===== src/rtl/alu_pkg.sv =====
// Shared constants and the decoded-op record for the ALU selector interface.
// Selector codes, RV32I opcode/funct7 constants used by the decoder and issue stage.
package alu_pkg;

  localparam logic [3:0] SEL_ADD  = 4'b0000;
  localparam logic [3:0] SEL_SLL  = 4'b0001;
  localparam logic [3:0] SEL_SLT  = 4'b0010;
  localparam logic [3:0] SEL_SLTU = 4'b0011;
  localparam logic [3:0] SEL_XOR  = 4'b0100;
  localparam logic [3:0] SEL_SRL  = 4'b0101;
  localparam logic [3:0] SEL_OR   = 4'b0110;
  localparam logic [3:0] SEL_AND  = 4'b0111;
  localparam logic [3:0] SEL_SUB  = 4'b1000;
  localparam logic [3:0] SEL_SRA  = 4'b1001;
  localparam logic [3:0] SEL_BEQ  = 4'b1010;
  localparam logic [3:0] SEL_BNE  = 4'b1011;
  localparam logic [3:0] SEL_BLT  = 4'b1100;
  localparam logic [3:0] SEL_BGE  = 4'b1101;
  localparam logic [3:0] SEL_BLTU = 4'b1110;
  localparam logic [3:0] SEL_BGEU = 4'b1111;

  localparam logic [6:0] OPC_OP     = 7'b0110011;
  localparam logic [6:0] OPC_OP_IMM = 7'b0010011;
  localparam logic [6:0] OPC_BRANCH = 7'b1100011;
  localparam logic [6:0] OPC_LOAD   = 7'b0000011;
  localparam logic [6:0] OPC_STORE  = 7'b0100011;
  localparam logic [6:0] OPC_JALR   = 7'b1100111;
  localparam logic [6:0] OPC_AUIPC  = 7'b0010111;
  localparam logic [6:0] OPC_LUI    = 7'b0110111;
  localparam logic [6:0] OPC_JAL    = 7'b1101111;

  localparam logic [6:0] F7_ZERO = 7'b0000000;
  localparam logic [6:0] F7_ALT  = 7'b0100000;

  typedef struct packed {
    logic [3:0] sel;
    logic       use_imm;
    logic       is_branch;
    logic       illegal;
  } alu_op_t;

  localparam alu_op_t ALU_OP_RESET = '{sel: SEL_ADD, use_imm: 1'b0, is_branch: 1'b0, illegal: 1'b0};

endpackage


===== src/rtl/alu_op_decode.sv =====
// Pure combinational RV32I -> ALU selector decode.
// Illegal encodings collapse to a plain ADD with only the illegal flag set.
module alu_op_decode
  import alu_pkg::*;
(
  input  logic [31:0] instr,
  output alu_op_t     op
);

  logic [6:0] opcode;
  logic [2:0] f3;
  logic [6:0] f7;
  logic [3:0] sel;
  logic       use_imm;
  logic       is_branch;
  logic       illegal;

  assign opcode = instr[6:0];
  assign f3     = instr[14:12];
  assign f7     = instr[31:25];

  always_comb begin
    sel       = SEL_ADD;
    use_imm   = 1'b0;
    is_branch = 1'b0;
    illegal   = 1'b0;
    case (opcode)
      OPC_OP: begin
        if (f7 == F7_ZERO)                     sel = {1'b0, f3};
        else if (f7 == F7_ALT && f3 == 3'b000) sel = SEL_SUB;
        else if (f7 == F7_ALT && f3 == 3'b101) sel = SEL_SRA;
        else                                   illegal = 1'b1;
      end
      OPC_OP_IMM: begin
        use_imm = 1'b1;
        case (f3)
          3'b001: begin
            if (f7 == F7_ZERO) sel = SEL_SLL;
            else               illegal = 1'b1;
          end
          3'b101: begin
            if (f7 == F7_ZERO)     sel = SEL_SRL;
            else if (f7 == F7_ALT) sel = SEL_SRA;
            else                   illegal = 1'b1;
          end
          default: sel = {1'b0, f3};
        endcase
      end
      OPC_BRANCH: begin
        is_branch = 1'b1;
        case (f3)
          3'b000:  sel = SEL_BEQ;
          3'b001:  sel = SEL_BNE;
          3'b100:  sel = SEL_BLT;
          3'b101:  sel = SEL_BGE;
          3'b110:  sel = SEL_BLTU;
          3'b111:  sel = SEL_BGEU;
          default: illegal = 1'b1;
        endcase
      end
      OPC_LOAD, OPC_STORE, OPC_JALR, OPC_AUIPC, OPC_LUI, OPC_JAL: begin
        use_imm = 1'b1;
      end
      default: illegal = 1'b1;
    endcase

    // An illegal op must not leak partial flags from its opcode group.
    if (illegal) begin
      sel       = SEL_ADD;
      use_imm   = 1'b0;
      is_branch = 1'b0;
    end
  end

  assign op = '{sel: sel, use_imm: use_imm, is_branch: is_branch, illegal: illegal};

endmodule


===== src/rtl/alu_op_issue.sv =====
// Decodes incoming instructions and issues them through a two-entry skid buffer
// (main reg M drives outputs, skid reg S catches one op during a stall), with saturating op counters.
module alu_op_issue
  import alu_pkg::*;
#(
  parameter int CNT_W = 16
) (
  input  logic             clk,
  input  logic             rst_n,
  input  logic             flush,
  input  logic             in_valid,
  output logic             in_ready,
  input  logic [31:0]      in_instr,
  output logic             out_valid,
  input  logic             out_ready,
  output logic [3:0]       out_sel,
  output logic             out_use_imm,
  output logic             out_is_branch,
  output logic             out_illegal,
  input  logic             cnt_clr,
  output logic [CNT_W-1:0] issued_cnt,
  output logic [CNT_W-1:0] illegal_cnt
);

  // Handshake: a transfer happens on a side exactly when valid && ready are both high at the
  // rising edge; valid never waits for ready, and out_* stay stable while out_valid && !out_ready.

  alu_op_t in_op;
  alu_op_t m_op;
  alu_op_t s_op;
  logic    m_valid;
  logic    s_valid;
  logic    accept;
  logic    drain;

  localparam logic [CNT_W-1:0] CNT_MAX = {CNT_W{1'b1}};

  alu_op_decode u_decode (
    .instr (in_instr),
    .op    (in_op)
  );

  assign in_ready = !s_valid;
  assign accept   = in_valid && in_ready;
  assign drain    = m_valid && out_ready;

  always_ff @(posedge clk or negedge rst_n) begin
    if (!rst_n) begin
      m_valid <= 1'b0;
      s_valid <= 1'b0;
      m_op    <= ALU_OP_RESET;
      s_op    <= ALU_OP_RESET;
    end else if (flush) begin
      m_valid <= 1'b0;
      s_valid <= 1'b0;
    end else if (!m_valid || drain) begin
      // M is free this cycle: the skid entry is older than anything on the input.
      if (s_valid) begin
        m_op    <= s_op;
        m_valid <= 1'b1;
        s_valid <= 1'b0;
      end else if (accept) begin
        m_op    <= in_op;
        m_valid <= 1'b1;
      end else begin
        m_valid <= 1'b0;
      end
    end else if (accept) begin
      s_op    <= in_op;
      s_valid <= 1'b1;
    end
  end

  assign out_valid     = m_valid;
  assign out_sel       = m_op.sel;
  assign out_use_imm   = m_op.use_imm;
  assign out_is_branch = m_op.is_branch;
  assign out_illegal   = m_op.illegal;

  always_ff @(posedge clk or negedge rst_n) begin
    if (!rst_n) begin
      issued_cnt  <= '0;
      illegal_cnt <= '0;
    end else if (cnt_clr) begin
      issued_cnt  <= '0;
      illegal_cnt <= '0;
    end else if (drain) begin
      if (issued_cnt != CNT_MAX) issued_cnt <= issued_cnt + 1'b1;
      if (m_op.illegal && illegal_cnt != CNT_MAX) illegal_cnt <= illegal_cnt + 1'b1;
    end
  end

endmodule


===== config.mk =====
export PLATFORM = sky130hd
export DESIGN_NAME = alu_op_issue
export DESIGN_NICKNAME = d
export VERILOG_FILES = /design/src/rtl/alu_pkg.sv /design/src/rtl/alu_op_decode.sv /design/src/rtl/alu_op_issue.sv
export SDC_FILE = /design/constraint.sdc
export NUM_CORES = 1
export LEC_CHECK = 0
export BUFFER_PORTS_ARGS = -buffer_cell sky130_fd_sc_hd__buf_2
export CORE_MARGIN = 2
export CORE_UTILIZATION = 40
export CTS_CLUSTER_SIZE = 40
export DETAILED_ROUTE_END_ITERATION = 10
export PLACE_DENSITY_LB_ADDON = 0.2
export SLEW_MARGIN = 15
export SYNTH_ARGS = -nofsm -noshare
export SYNTH_HDL_FRONTEND = slang
export SYNTH_SLANG_ARGS = --single-unit

===== constraint.sdc =====
create_clock -name clk -period 3 [get_ports clk]
set_input_delay 0.6 -clock clk [delete_from_list [all_inputs] [get_ports clk]]
set_output_delay 0.6 -clock clk [all_outputs]
set_load 0.01 [all_outputs]

==> metrics.md, run 1 <==
| Metric | Value |
|---|---|
| Vias | 2,482 |
| Core box area | 0.006719 sq mm |
| Initial Util | 40.82% |
| Nets | 404 |
| Placer Congestion | 0.8299 |
| Final Skew | 2.362 ps |
| Total global routing overflow | 0 |
| Static leakage | 0.001450 uW |
| CTS H-tree depth | 2 |
| Share of cells above drive strength 1 | 22.74% |
| Die width | a little under 90 microns |
| Setup crit end kind | flip-flop |
| Syn Inst Count | 303 |
| Clock Tree Buf Depth | 2 |
| Row count | 30 |
| Die footprint | 0.007535 sq mm |
| Status | finished, final reports clean |
| Worst slew margin | 54.62% |
| EDFF count, synth | 0 |
| Drc violations | 0 |
| Hold Fails Final Rpt | 0 |
| Ys Warns | 0 |
| Final worst-path cycle share | between 60% and 70% |
| Sequential share of the synthesized area | 43.80% |
| Antenna viol nets, final | 0 |
| TritonCTS Buffers | 5 |
| Setup tns final | 0 ps |
| #FFs+latches synth | 48 |
| Achievable Freq | 488.4 MHz |
| Initial drt markers | ~100 |
| Area delta synth->final | 17.93% |
| Vias in the first global route | ~2,300 |
| Grt met2 use | between 20% and 30% |
| Largest net degree at the start of global routing | 36 |
| Max-cap viol count | 0 |
| First-pass GRT wire length | between 10,000 and 15,000 microns |
| Setup bufs post-CTS | 0 |
| CP arrival | 2230 ps |
| Type of the worst min-delay path | primary input to asynchronous set/reset pin |
| Syn avg cell area | 9.052 sq um |
| Clock slew at reported path FFs | 90 ps |
| Net count after synthesis | 343 |
| Root buf cell | clkbuf_8 |
| DRT Pass-1 Iters | 4 |
| M3 GR Usage | 4.190% |
| Worst Path Required | 3180 ps |
| Post-CTS Hold Buffers | 0 |
| Top Ports | 79 |
| Period minus WS final | roughly 2000 ps |
| Drt wl/cell | 14.38 microns |
| Sink Count | 48 |
| Unrepaired setup endpoints after global routing | no |
| CP Launch Type | flip-flop |
| Worst Slack Setup Final | 952.6 ps |
| Buffers on Ports | between 60 and 70 |
| Power Density | 370.1 mW/mm^2 |
| Initial antenna violation count | 0 |
| Detailed Place HPWL | about 4700 microns |
| Busiest layer in global routing | met2 |
| Yosys cell types | 52 |
| Ys async rst share | 100.0% |
| Peak supply drop | 192.7 uV |
| Total Routing Usage GR | 17.90% |
| WS Path Type | flip-flop to flip-flop |
| Synth area leader | dfrtp_1 |
| DR vias/cell | roughly 5.6 |
| Primary FF master, synth | dfrtp_1 |
| Die height | 86.81 microns |
| Worst-margin pin slew | 680.8 ps |
| Diode count | 0 |
| Finish-stage setup viols | 0 |
| PostCTS Resize Cnt | 0 |
| Slew Viols, Final | 0 |
| CP max FO | 10 |
| Area fraction of the dominant cell type after synthesis | 43.80% |
| Routed Wire Length | 6397 microns |
| Fin util | ~48% |
| Met1 Usage GRT | 25.30% |
| Placement Setup Slack | 698.9 ps |
| Worst-Skew Late Latency | roughly 300 ps |
| CTS tree | done |
| Top post-synthesis cells by area | dfrtp_1 44%, xnor2_1 6.1%, nor2_1 5.6%, nand2_1 3.4%, nand3_1 3.1% |
| Synth Cell Area | 0.002743 sq mm |
## routing by layer
metal,vias to the layer above,share of wire (%)
li1,1220,-
met1,1197,48
met2,56,46
met3,9,4.3
met4,0,1.5
met5,-,0
## per-stage QoR
step	total power, uW	std cells	hold WS [ps]	area [sq um]
floorplan	748.1	303	304.4	2743
global placement	808.0	437	463.7	3141
detailed placement	810.7	437	470.3	3141
CTS	1217	445	360.6	3234
global route	1255	445	378.4	3234
finish	1197	445	325.6	3234
## sequential cells by signal (all words and copies together), names as in the netlist
name / cells
illegal_cnt: 16
issued_cnt: 16
out_illegal: 1
out_is_branch: 1
out_sel: 4
out_use_imm: 1
out_valid: 1
s_op: 7
s_valid: 1
## worst max-delay path: stages, from the launching register on
cell,delay [ps]
dfrtp_1,440
ha_1,260
nand4_1,210
nor2_1,100
buf_4,180
a2111oi_0,510
xnor2_1,180
nor2_1,50
## cell usage in the layout, fill, tap and decap left out, drive strengths merged, types with 2 or more instances in the layout
cell type  count
o311ai         2
a21oi         15
or3            5
o211ai         3
and2           2
nor2b          7
dfrtp         48
nand2         25
a2111oi        5
nand2b         3
o31a           4
xnor2         19
ha             2
or4            2
and3           7
a31oi          4
mux2i          2
nor4           3
and4           5
o311a          2
xor2           8
nand4         10
clkbuf         7
buf           68
mux2           2
a211oi         5
nand3b         2
nor2          41
nand3         17
inv            7
nor3           8
o21ai         11
## cell families (layout without fill, tap and decap cells)
logic type / Yosys count / count (layout) / synth area share [%]
buffers and inverters: 21 / 83 / 2.965
XOR/XNOR: 27 / 27 / 8.622
flip-flops: 48 / 48 / 43.80
multiplexers: 4 / 4 / 1.551
AND/OR/NAND/NOR: 142 / 142 / 26.82
AO/OA/AOI/OAI: 59 / 59 / 15.33
adder cells (fa/ha/maj): 2 / 2 / 0.9123
## report_power, final
group / switching [uW] / leakage [uW] / internal (uW)
Sequential: 14.4 / 0.000660 / 661
Clock: 214 / 0.0000445 / 188
Combinational: 75.9 / 0.000746 / 44.5
Total: 304 / 0.00145 / 893
## cell usage after synthesis, types with 2 or more instances
| cell type | count |
|---|---|
| nand2b_1 | 3 |
| or3_1 | 4 |
| a2111oi_0 | 3 |
| mux2_2 | 2 |
| a211oi_1 | 5 |
| nor2_1 | 41 |
| mux2i_1 | 2 |
| o311a_1 | 2 |
| o311ai_0 | 2 |
| inv_1 | 7 |
| nor4_1 | 3 |
| o21ai_1 | 3 |
| o31a_1 | 4 |
| nand3_1 | 17 |
| o211ai_1 | 2 |
| a21oi_1 | 15 |
| and2_1 | 2 |
| xor2_1 | 8 |
| buf_2 | 2 |
| ha_1 | 2 |
| nor3_1 | 8 |
| nand3b_1 | 2 |
| dfrtp_1 | 48 |
| nor2b_1 | 7 |
| and3_1 | 7 |
| xnor2_1 | 19 |
| clkbuf_1 | 12 |
| and4_1 | 4 |
| nand4_1 | 10 |
| o21ai_0 | 8 |
| a31oi_1 | 4 |
| nand2_1 | 25 |
## final timing paths
kind                                 from              to  slack, ps  cells past startpoint
max reg2reg                illegal_cnt[0]  illegal_cnt[6]        950                      7
min reg2reg                       s_op[4]         s_op[4]        490                      2
max                        illegal_cnt[0]  illegal_cnt[6]        950                      7
max in group asynchronous           rst_n  issued_cnt[14]       2040                      2
min                                 rst_n  illegal_cnt[0]        330                      1
min in group clk                  s_op[4]         s_op[4]        490                      2
## area by class of cell
class | count | area, sq um
Clock buffer | 7 | 86.33
Clock inverter | 1 | 7.507
Fill cell | 672 | 3485
Inverter | 7 | 26.28
Multi-Input combinational cell | 234 | 1460
Sequential cell | 48 | 1201
Tap cell | 80 | 100.1
Timing Repair Buffer | 68 | 352.8
Note: power is estimated with default switching activity, not from simulation.
==> inputs of run 2 (changes only) <==
Clock period 3 ns to 1.8 ns, I/O delays scaled along.
==> run 2 against run 1 <==
Effect of this change: critical path depth fell by 1; non-clock buffer count grew 30; setup slack worse by 910 ps; clock skew rose by 7.1 ps; sequential share of layout area is 3.8 points lower; largest power group unchanged.
==> metrics.md, run 2 (synthesis gave the netlist of run 1 again) <==
| Metric | Value |
|---|---|
| DRT Pass-1 Iters | 4 |
| Peak supply drop | 390.4 uV |
| # fillers | 627 |
| Die width | 86.81 microns |
| Routed Wire Length | 6965 microns |
| RR Endpoint | issued_cnt[12] |
| Initial Util | about two fifths |
| Nets | between 400 and 500 |
| Sink Count | 48 |
| Detailed Place HPWL | 5036 microns |
| CP arrival | 1970 ps |
| Reg-to-reg startpoint | issued_cnt[0] |
| Finished Cell Area | approximately 0.0036 sq mm |
| First-pass GRT wire length | ~11,000 microns |
| Vias in the first global route | 2,479 |
| DR vias/cell | 5.478 |
| Largest net degree at the start of global routing | 49 |
| Placement Setup Slack | -280.9 ps |
| Setup tns final | 0 ps |
| NetSw | between 500 and 600 uW |
| Power Density | 560.4 mW/mm^2 |
| Worst-path cell chain | ha_4 -> and3_4 -> nand3_2 -> or4_4 -> xor2_1 -> nor2_1 |
| Final Skew | 9.433 ps |
| Diode count | 0 |
| Root buf cell | clkbuf_8 |
| Reg2reg path depth | 6 |
| Gate power share | between 10 and 15% |
| Type of the worst min-delay path | primary input to asynchronous set/reset pin |
| Antenna viol nets, final | 0 |
| Status | finished, final reports clean |
| Worst-Skew Late Latency | 300 ps |
| Hold Fails Final Rpt | 0 |
| Drc violations | 0 |
| Worst Path Required | ~2000 ps |
| Core box area | ~0.0067 sq mm |
| Area delta synth->final | 31.39% |
| Drt wl/cell | 14.66 microns |
| Worst slew margin | 71.72% |
| CP max FO | 4 |
| Clock slew at reported path FFs | 90 ps |
| WS Path Type | flip-flop to flip-flop |
| Share of cells above drive strength 1 | 32.41% |
| Setup crit end kind | flip-flop |
| Max-cap viol count | 0 |
| Sequential share of power | 55.4% |
| Buffers on Ports | 63 |
| Total global routing overflow | 0 |
| Fin util | 53.63% |
| Die height | 86.81 microns |
| Worst Slack Setup Final | 44.54 ps |
| CTS H-tree depth | 2 |
| TritonCTS Buffers | 5 |
| Final worst-path cycle share | 97.53% |
| Unrepaired setup endpoints after global routing | yes |
| Cell area after placement | about 0.0034 sq mm |
| Commonest non-fill, non-tap cells in the layout | 63 x buf_2, 47 x dfrtp_1, 41 x nor2_1 |
| Clock power share | 33.0% |
| Worst-margin pin slew | 423.3 ps |
| Buf/Inv on CP | 0 |
| Slowest CP cell | or4_4 |
| Cell-internal power | 1508 uW |
| Switching share of power | 25.33% |
| Placer Congestion | 0.9282 |
| Achievable Freq | 569.7 MHz |
| Initial drt markers | 81 |
| Static leakage | 0.001626 uW |
| Die footprint | 0.007535 sq mm |
| Initial antenna violation count | 0 |
| Max incr delay on CP | 550 ps |
| Row count | 30 |
| Vias | 2,602 |
| CP Launch Type | flip-flop |
| Delay-heaviest family, CP | simple AND/OR/NAND/NOR gates |
| Finish-stage setup viols | 0 |
| R2R Setup Slk | 40 ps |
| Commonest non-fill, non-tap cell in the layout | buf_2 |
| Period minus WS final | 1755 ps |
| Largest registers | illegal_cnt (16), issued_cnt (16), s_op (7) |
| Slew Viols, Final | 0 |
| Top Ports | slightly below 80 |
| Total Routing Usage GR | between 10% and 20% |
| CTS tree | done |
| Clock Tree Buf Depth | 2 |
## run 2: metal layers
layer / routed length [microns] / vias up / track usage (%)
li1: - / 1279 / -
met1: 3279 / 1250 / 25.66
met2: 3286 / 68 / 30.26
met3: 349 / 5 / 3.810
met4: 50 / 0 / 5.398
met5: 0 / - / 0
## run 2: cell type report
| class | count | area (sq um) | area share, % |
|---|---|---|---|
| multi-input cells | 234 | 1582 | 43.89 |
| flip-flops and latches | 48 | 1202 | 33.37 |
| repair buffers | 98 | 603.1 | 16.74 |
| well taps | 80 | 100.1 | 2.778 |
| clock buffers | 8 | 90.09 | 2.500 |
| inverters | 7 | 26.28 | 0.7292 |
## run 2: worst max path at each step
stage	startpoint	to	slack (ps)	cells past startpoint
after global placement	in_instr[26]	out_sel[0]	-220	6
after CTS	issued_cnt[0]	issued_cnt[12]	5	6
after floorplan	in_instr[26]	out_sel[0]	-80	5
after global routing	illegal_cnt[8]	illegal_cnt[2]	-30	6
final	issued_cnt[0]	issued_cnt[12]	40	6
after detailed placement	in_instr[26]	out_sel[0]	-280	6
## run 2: power groups by stage
| stage | combinational [uW] | sequential [uW] | clock [uW] |
|---|---|---|---|
| after floorplan | 98.8 | 1150 | 0 |
| after global placement | 226 | 1140 | 0 |
| after detailed placement | 229 | 1140 | 0 |
| after CTS | 231 | 1120 | 696 |
| after global routing | 265 | 1120 | 742 |
| final | 234 | 1120 | 666 |
## run 2: timing repair
| action | CTS | global route |
|---|---|---|
| buffers inserted | 0 | 1 |
| setup endpoints to repair | 2 | 7 |
| pin swaps | 0 | 9 |
| hold endpoints to repair | 0 | 0 |
| hold buffers | 0 | 0 |
| cloned | 0 | 0 |
| gates resized for setup | 2 | 15 |
## run 2: through the flow
step | power [uW] | hold slack, ps | cells
after floorplan | 1248 | 64.41 | 303
after global placement | 1366 | 368.8 | 466
after detailed placement | 1370 | 367.7 | 466
after CTS | 2045 | 34.28 | 474
after global routing | 2130 | 32.69 | 475
final | 2019 | 14.69 | 475
